`src/rtl/reg_alu_exec_unit.sv`:
```
// Execute stage: NREGS x XLEN register file feeding a 10-op ALU with a registered result,
// valid/ready on both sides, deferred write-back on result hand-off and EX->ID forwarding.
module reg_alu_exec_unit #(
    parameter int XLEN  = 32,
    parameter int NREGS = 32,
    parameter int IMM_W = 12
) (
    input  logic                     clk,
    input  logic                     reset,
    input  logic                     in_valid,
    output logic                     in_ready,
    input  logic [$clog2(NREGS)-1:0] rs1,
    input  logic [$clog2(NREGS)-1:0] rs2,
    input  logic [$clog2(NREGS)-1:0] rd,
    input  logic [6:0]               opcode,
    input  logic [3:0]               Opsel,
    input  logic [IMM_W-1:0]         imm_in,
    input  logic                     reg_write,
    output logic                     out_valid,
    input  logic                     out_ready,
    output logic [XLEN-1:0]          ALU_out,
    output logic                     zero_flag
);

    localparam int AW  = $clog2(NREGS);
    localparam int SHW = $clog2(XLEN);

    localparam logic [6:0] OP_R = 7'b0110011;
    localparam logic [6:0] OP_I = 7'b0010011;

    typedef enum logic [3:0] {
        ALU_ADD  = 4'd0,
        ALU_SUB  = 4'd1,
        ALU_AND  = 4'd2,
        ALU_OR   = 4'd3,
        ALU_XOR  = 4'd4,
        ALU_SLL  = 4'd5,
        ALU_SRL  = 4'd6,
        ALU_SRA  = 4'd7,
        ALU_SLT  = 4'd8,
        ALU_SLTU = 4'd9
    } alu_op_e;

    // Destination of the result currently held in ALU_out, committed on hand-off.
    typedef struct packed {
        logic [AW-1:0] rd;
        logic          wr_en;
    } ex_tag_t;

    logic [XLEN-1:0] regfile [NREGS];
    ex_tag_t         ex_tag;

    logic                   in_fire, out_fire, legal, fwd_a, fwd_b;
    logic [XLEN-1:0]        op_a, rs2_val, op_b, imm_sext, alu_res;
    logic signed [IMM_W-1:0] imm_s;
    logic [SHW-1:0]         shamt;

    assign in_ready = reset & (~out_valid | out_ready);
    assign in_fire  = in_valid & in_ready;
    assign out_fire = out_valid & out_ready;
    assign legal    = (opcode == OP_R) || (opcode == OP_I);

    // A result waiting in EX is newer than the regfile copy of its destination.
    assign fwd_a = out_valid & ex_tag.wr_en & (ex_tag.rd == rs1) & (rs1 != '0);
    assign fwd_b = out_valid & ex_tag.wr_en & (ex_tag.rd == rs2) & (rs2 != '0);

    assign op_a    = (rs1 == '0) ? '0 : (fwd_a ? ALU_out : regfile[rs1]);
    assign rs2_val = (rs2 == '0) ? '0 : (fwd_b ? ALU_out : regfile[rs2]);

    assign imm_s    = imm_in;
    assign imm_sext = XLEN'(imm_s);
    assign op_b     = (opcode == OP_R) ? rs2_val : imm_sext;
    assign shamt    = op_b[SHW-1:0];

    always_comb begin
        alu_res = '0;
        case (Opsel)
            ALU_ADD:  alu_res = op_a + op_b;
            ALU_SUB:  alu_res = op_a - op_b;
            ALU_AND:  alu_res = op_a & op_b;
            ALU_OR:   alu_res = op_a | op_b;
            ALU_XOR:  alu_res = op_a ^ op_b;
            ALU_SLL:  alu_res = op_a << shamt;
            ALU_SRL:  alu_res = op_a >> shamt;
            ALU_SRA:  alu_res = $signed(op_a) >>> shamt;
            ALU_SLT:  alu_res = XLEN'($signed(op_a) < $signed(op_b));
            ALU_SLTU: alu_res = XLEN'(op_a < op_b);
            default:  alu_res = '0;
        endcase
    end

    always_ff @(posedge clk) begin
        if (!reset) begin
            for (int i = 0; i < NREGS; i++) regfile[i] <= '0;
            out_valid <= 1'b0;
            ALU_out   <= '0;
            zero_flag <= 1'b0;
            ex_tag    <= '0;
        end else begin
            if (out_fire && ex_tag.wr_en && (ex_tag.rd != '0))
                regfile[ex_tag.rd] <= ALU_out;
            // Illegal opcodes are consumed silently; the else-branch still retires any result.
            if (in_fire && legal) begin
                ALU_out      <= alu_res;
                zero_flag    <= (alu_res == '0);
                out_valid    <= 1'b1;
                ex_tag.rd    <= rd;
                ex_tag.wr_en <= reg_write;
            end else if (out_fire) begin
                out_valid <= 1'b0;
            end
        end
    end

endmodule

```
`config.mk`:
```
export PLATFORM = sky130hd
export DESIGN_NAME = reg_alu_exec_unit
export DESIGN_NICKNAME = d
export VERILOG_FILES = /design/src/rtl/reg_alu_exec_unit.sv
export SDC_FILE = /design/constraint.sdc
export NUM_CORES = 2
export LEC_CHECK = 0
export CAP_MARGIN = 15
export CORE_UTILIZATION = 35
export DETAILED_ROUTE_END_ITERATION = 12
export PLACE_DENSITY = 0.52
export SYNTH_ARGS = -nofsm -noshare
export SYNTH_HDL_FRONTEND = slang
export SYNTH_SLANG_ARGS = --single-unit
```
`constraint.sdc`:
```
create_clock -name clk -period 8.7 [get_ports clk]
set_input_delay 1.74 -clock clk [delete_from_list [all_inputs] [get_ports clk]]
set_output_delay 1.74 -clock clk [all_outputs]
set_load 0.01 [all_outputs]
```
==> results_dict.tcl <==
set metrics [dict create \
    floorplan.io_pins 78 \
    cts-buffers-inserted 118 \
    gp_congestion 1.00 \
    clock_insertion_delay_worst_skew_ns 0.78 \
    cts_buffer_depth 3 \
    power.combinational.fraction 0.189 \
    switching_share 0.292 \
    critical_path_arrival_ns 9.04 \
    cts.reportedPaths.clkPinSlew_ns 0.07 \
    peakVddDrop_mv 0.168 \
    layout-drive-gt1-share 0.206 \
    power.sequential.fraction 0.435 \
    finalSetupViolations 0 \
    grt_max_degree 62 \
    placedInstanceArea_um2 71700 \
    drt-initial-drc-count 7068 \
    die-height_um 436 \
    num_vias 50100 \
    final-max-slew-violation-count 0 \
    clkSinkCount 1064 \
    area_delta_synth_final_pct 14.6 \
    global_route.overflow_total 0 \
    chipWidth_um 436 \
    cts-root-buf "sky130_fd_sc_hd__clkbuf_16" \
    pwr_density_cell_nw_per_um2 179 \
    cts_max_level 3 \
    final_cell_area_um2 75500 \
    placed_cells_incl_taps 7930 \
    synth_async_sr_flop_share 0 \
    seq_area_frac_synth 0.479 \
    p_clk_frac 0.375 \
    worstPathMaxFanout 22 \
    timing_hold_violations_final 0 \
    intPower_uw 9540 \
    period_share 0.958 \
    number_of_buffer_cells_added_on_primary_ports 77 \
    firstDrtPassIters 6 \
    postRouteWirelength_um 280000 \
    fillerInstances 17300 \
    timing.hold.worst.class "flip-flop to flip-flop" \
    drtAntennaViolNets 0 \
    wire_length_of_the_first_global_routing_pass_um 390000 \
    floorplan.core_area_um2 186000 \
    number_of_global_route_vias_before_repair 48800 \
    tritoncts "built" \
    fin_cells 8157 \
    power.switching_uw 3930 \
    finClkSkew_ns 0.0403 \
    cts_post_setup_buffers_inserted 0 \
    rows 158 \
    timing_worst_setup_path_type "input port to flip-flop" \
    post_synth_inst_count 5454 \
    finalNetCount 5714 \
    routed_wire_length_per_instance_um 34.3 \
    synthesis.area_per_instance_um2 12.1 \
    drc 0 \
    setup_repair_after_global_routing_missed_its_margin "no" \
    outcome "finished, final reports clean" \
    max_slew_margin 0.200 \
    crit_path_launch_type "input port" \
    synth_enable_flop_cells 1024 \
    avgViaCountPerCell 6.15 \
    dieArea_um2 190000 \
    initial_utilization 0.354 \
    timing.max_cap.violations 0 \
    synth_cell_types 109 \
    setup.worst_path.end_class "flip-flop" \
    detailed_place_hpwl_um 185000 \
    leakagePower_uw 0.0279 \
    worst_slew_pin_slew_ns 1.20 \
    cts_repair_resize_count 0 \
    timing.fmax_mhz 120 \
    yosys_warnings 0 \
    netlist_area_um2 65800 \
    grt_antenna_before_repair 17 \
    hold_buffers 0 \
    ys_seq_elements 1064 \
    synth_flop_cell "sky130_fd_sc_hd__edfxtp_1" \
    layout_min_cycle_time_ns 8.33 \
    setup_tns_ns 0 \
    cp_data_required_time_ns 9.40 \
    globalRouteTotalUtil 0.288 \
]
==> final cells by class <==
cell class / count / area (µm²) / share of cell area
Multi-Input combinational cell: 3788 / 32300 / 0.428
Sequential cell: 1064 / 31600 / 0.418
Timing Repair Buffer: 503 / 4340 / 0.0575
Clock buffer: 150 / 3120 / 0.0414
Tap cell: 2480 / 3100 / 0.0411
Clock inverter: 70 / 661 / 0.00876
Inverter: 95 / 362 / 0.00479
Antenna cell: 7 / 17.5 / 0.000232
==> cells in the mapped netlist, types with 99 or more instances <==
library cell	n	area [µm²]
sky130_fd_sc_hd__o21ai_0	252	1260
sky130_fd_sc_hd__a22oi_1	142	1070
sky130_fd_sc_hd__and2_1	1002	6270
sky130_fd_sc_hd__ha_1	99	1240
sky130_fd_sc_hd__nor2_1	200	751
sky130_fd_sc_hd__mux2i_1	400	4000
sky130_fd_sc_hd__edfxtp_1	1024	30700
sky130_fd_sc_hd__a21oi_1	161	806
sky130_fd_sc_hd__mux4_2	373	8400
sky130_fd_sc_hd__nand3_1	141	706
sky130_fd_sc_hd__clkbuf_1	365	1370
sky130_fd_sc_hd__nand2_1	223	837
==> path summary, 6_finish.rpt <==
kind | from | endpoint | slack [ns] | cells past startpoint
worst min-delay path | ex_tag[0]$_SDFFE_PN0P_ | ex_tag[0]$_SDFFE_PN0P_ | 0.45 | 2
worst max register to register | regfile[29][1]$_SDFFCE_PN0P_ | zero_flag$_SDFFE_PN0P_ | 1.82 | 20
worst max-delay path | rs1[2] | zero_flag$_SDFFE_PN0P_ | 0.37 | 25
worst min register to register | ex_tag[0]$_SDFFE_PN0P_ | ex_tag[0]$_SDFFE_PN0P_ | 0.45 | 2
==> placed cells by master, fill, tap and decap left out, types with 31 or more instances in the layout <==
cell                              synthesis  routed
sky130_fd_sc_hd__a211oi_1                31      31
sky130_fd_sc_hd__a21oi_1                161     161
sky130_fd_sc_hd__a221oi_1                84      84
sky130_fd_sc_hd__a22oi_1                142     142
sky130_fd_sc_hd__and2_1                1002    1002
sky130_fd_sc_hd__buf_4                   10     399
sky130_fd_sc_hd__clkbuf_16                0     119
sky130_fd_sc_hd__clkdlybuf4s50_1          0      67
sky130_fd_sc_hd__conb_1                   1      32
sky130_fd_sc_hd__dfxtp_1                 40      40
sky130_fd_sc_hd__edfxtp_1              1024    1024
sky130_fd_sc_hd__ha_1                    99      99
sky130_fd_sc_hd__inv_1                   91      89
sky130_fd_sc_hd__mux2_2                  38      38
sky130_fd_sc_hd__mux2i_1                400     400
sky130_fd_sc_hd__mux4_2                 373     373
sky130_fd_sc_hd__nand2_1                223     223
sky130_fd_sc_hd__nand3_1                141     140
sky130_fd_sc_hd__nor2_1                 200     165
sky130_fd_sc_hd__nor2_4                   1      32
sky130_fd_sc_hd__nor3_1                  43      42
sky130_fd_sc_hd__o21ai_0                252     221
sky130_fd_sc_hd__o21ai_4                  0      32
sky130_fd_sc_hd__o22ai_1                 48      48
==> power groups by stage <==
| stage | combinational [µW] | clock, µW | sequential [µW] |
|---|---|---|---|
| final | 2550 | 5060 | 5870 |
| after global routing | 2650 | 5280 | 5880 |
| after CTS | 2490 | 5110 | 5860 |
| after detailed placement | 2480 | 0 | 5970 |
| after global placement | 2500 | 0 | 5960 |
| after floorplan | 1420 | 0 | 5950 |
==> critical path, stage by stage <==
cell	delay, ns
sky130_fd_sc_hd__clkdlybuf4s50_1	0.64
sky130_fd_sc_hd__buf_12	0.24
sky130_fd_sc_hd__nor3b_2	0.89
sky130_fd_sc_hd__buf_4	0.47
sky130_fd_sc_hd__a221oi_1	0.20
sky130_fd_sc_hd__o21ai_0	0.10
sky130_fd_sc_hd__o21ai_0	0.25
sky130_fd_sc_hd__o221a_2	0.48
sky130_fd_sc_hd__ha_1	0.48
sky130_fd_sc_hd__inv_1	0.15
sky130_fd_sc_hd__a21o_1	0.21
sky130_fd_sc_hd__nor3_1	0.14
sky130_fd_sc_hd__o221ai_1	0.23
sky130_fd_sc_hd__a31o_2	0.34
sky130_fd_sc_hd__a21oi_1	0.34
sky130_fd_sc_hd__o41ai_1	0.14
sky130_fd_sc_hd__buf_4	0.15
sky130_fd_sc_hd__a221oi_1	0.37
sky130_fd_sc_hd__o31a_1	0.20
sky130_fd_sc_hd__o21ai_0	0.10
sky130_fd_sc_hd__xnor2_1	0.18
sky130_fd_sc_hd__a2111oi_0	0.52
sky130_fd_sc_hd__nand4b_1	0.16
sky130_fd_sc_hd__or2_1	0.23
sky130_fd_sc_hd__nand2_1	0.06
==> per-stage QoR <==
step	setup WS [ns]	hold WS, ns	total power [µW]	util
global placement	-0.244	0.439	8460	0.385
CTS	0.560	0.450	13500	0.406
detailed placement	-0.228	0.440	8450	0.385
global route	0.122	0.472	13800	0.406
floorplan	0.0201	0.429	7370	-
finish	0.366	0.447	13500	0.406
==> per-layer routing <==
metal | vias to the layer above | part of all wire | wire (µm) | GRT usage
met1 | 25900 | 0.41 | 113000 | 0.383
met2 | 2665 | 0.46 | 129000 | 0.460
met3 | 573 | 0.085 | 23700 | 0.0491
met4 | 6 | 0.047 | 13000 | 0.126
li1 | 20900 | - | - | -
met5 | - | 0.00016 | 44 | 0
==> cells by family (layout without fill, tap and decap cells) <==
family / Yosys count / after routing / synth area share
simple gates: 1763 / 1763 / 0.149
flops: 1064 / 1064 / 0.479
compound gates: 1037 / 1037 / 0.108
mux: 819 / 819 / 0.197
buf+inv: 633 / 818 / 0.0418
fa+ha+maj: 101 / 101 / 0.0194
xor+xnor: 36 / 36 / 0.00479
other cells: 1 / 39 / 0.0000570
==> flip-flops by register name, indices dropped and copies added (netlist names) <==
name	cells
ALU_out	32
zero_flag	1
regfile	1024
ex_tag	6
out_valid	1
Note: power is estimated with default switching activity, not from simulation.
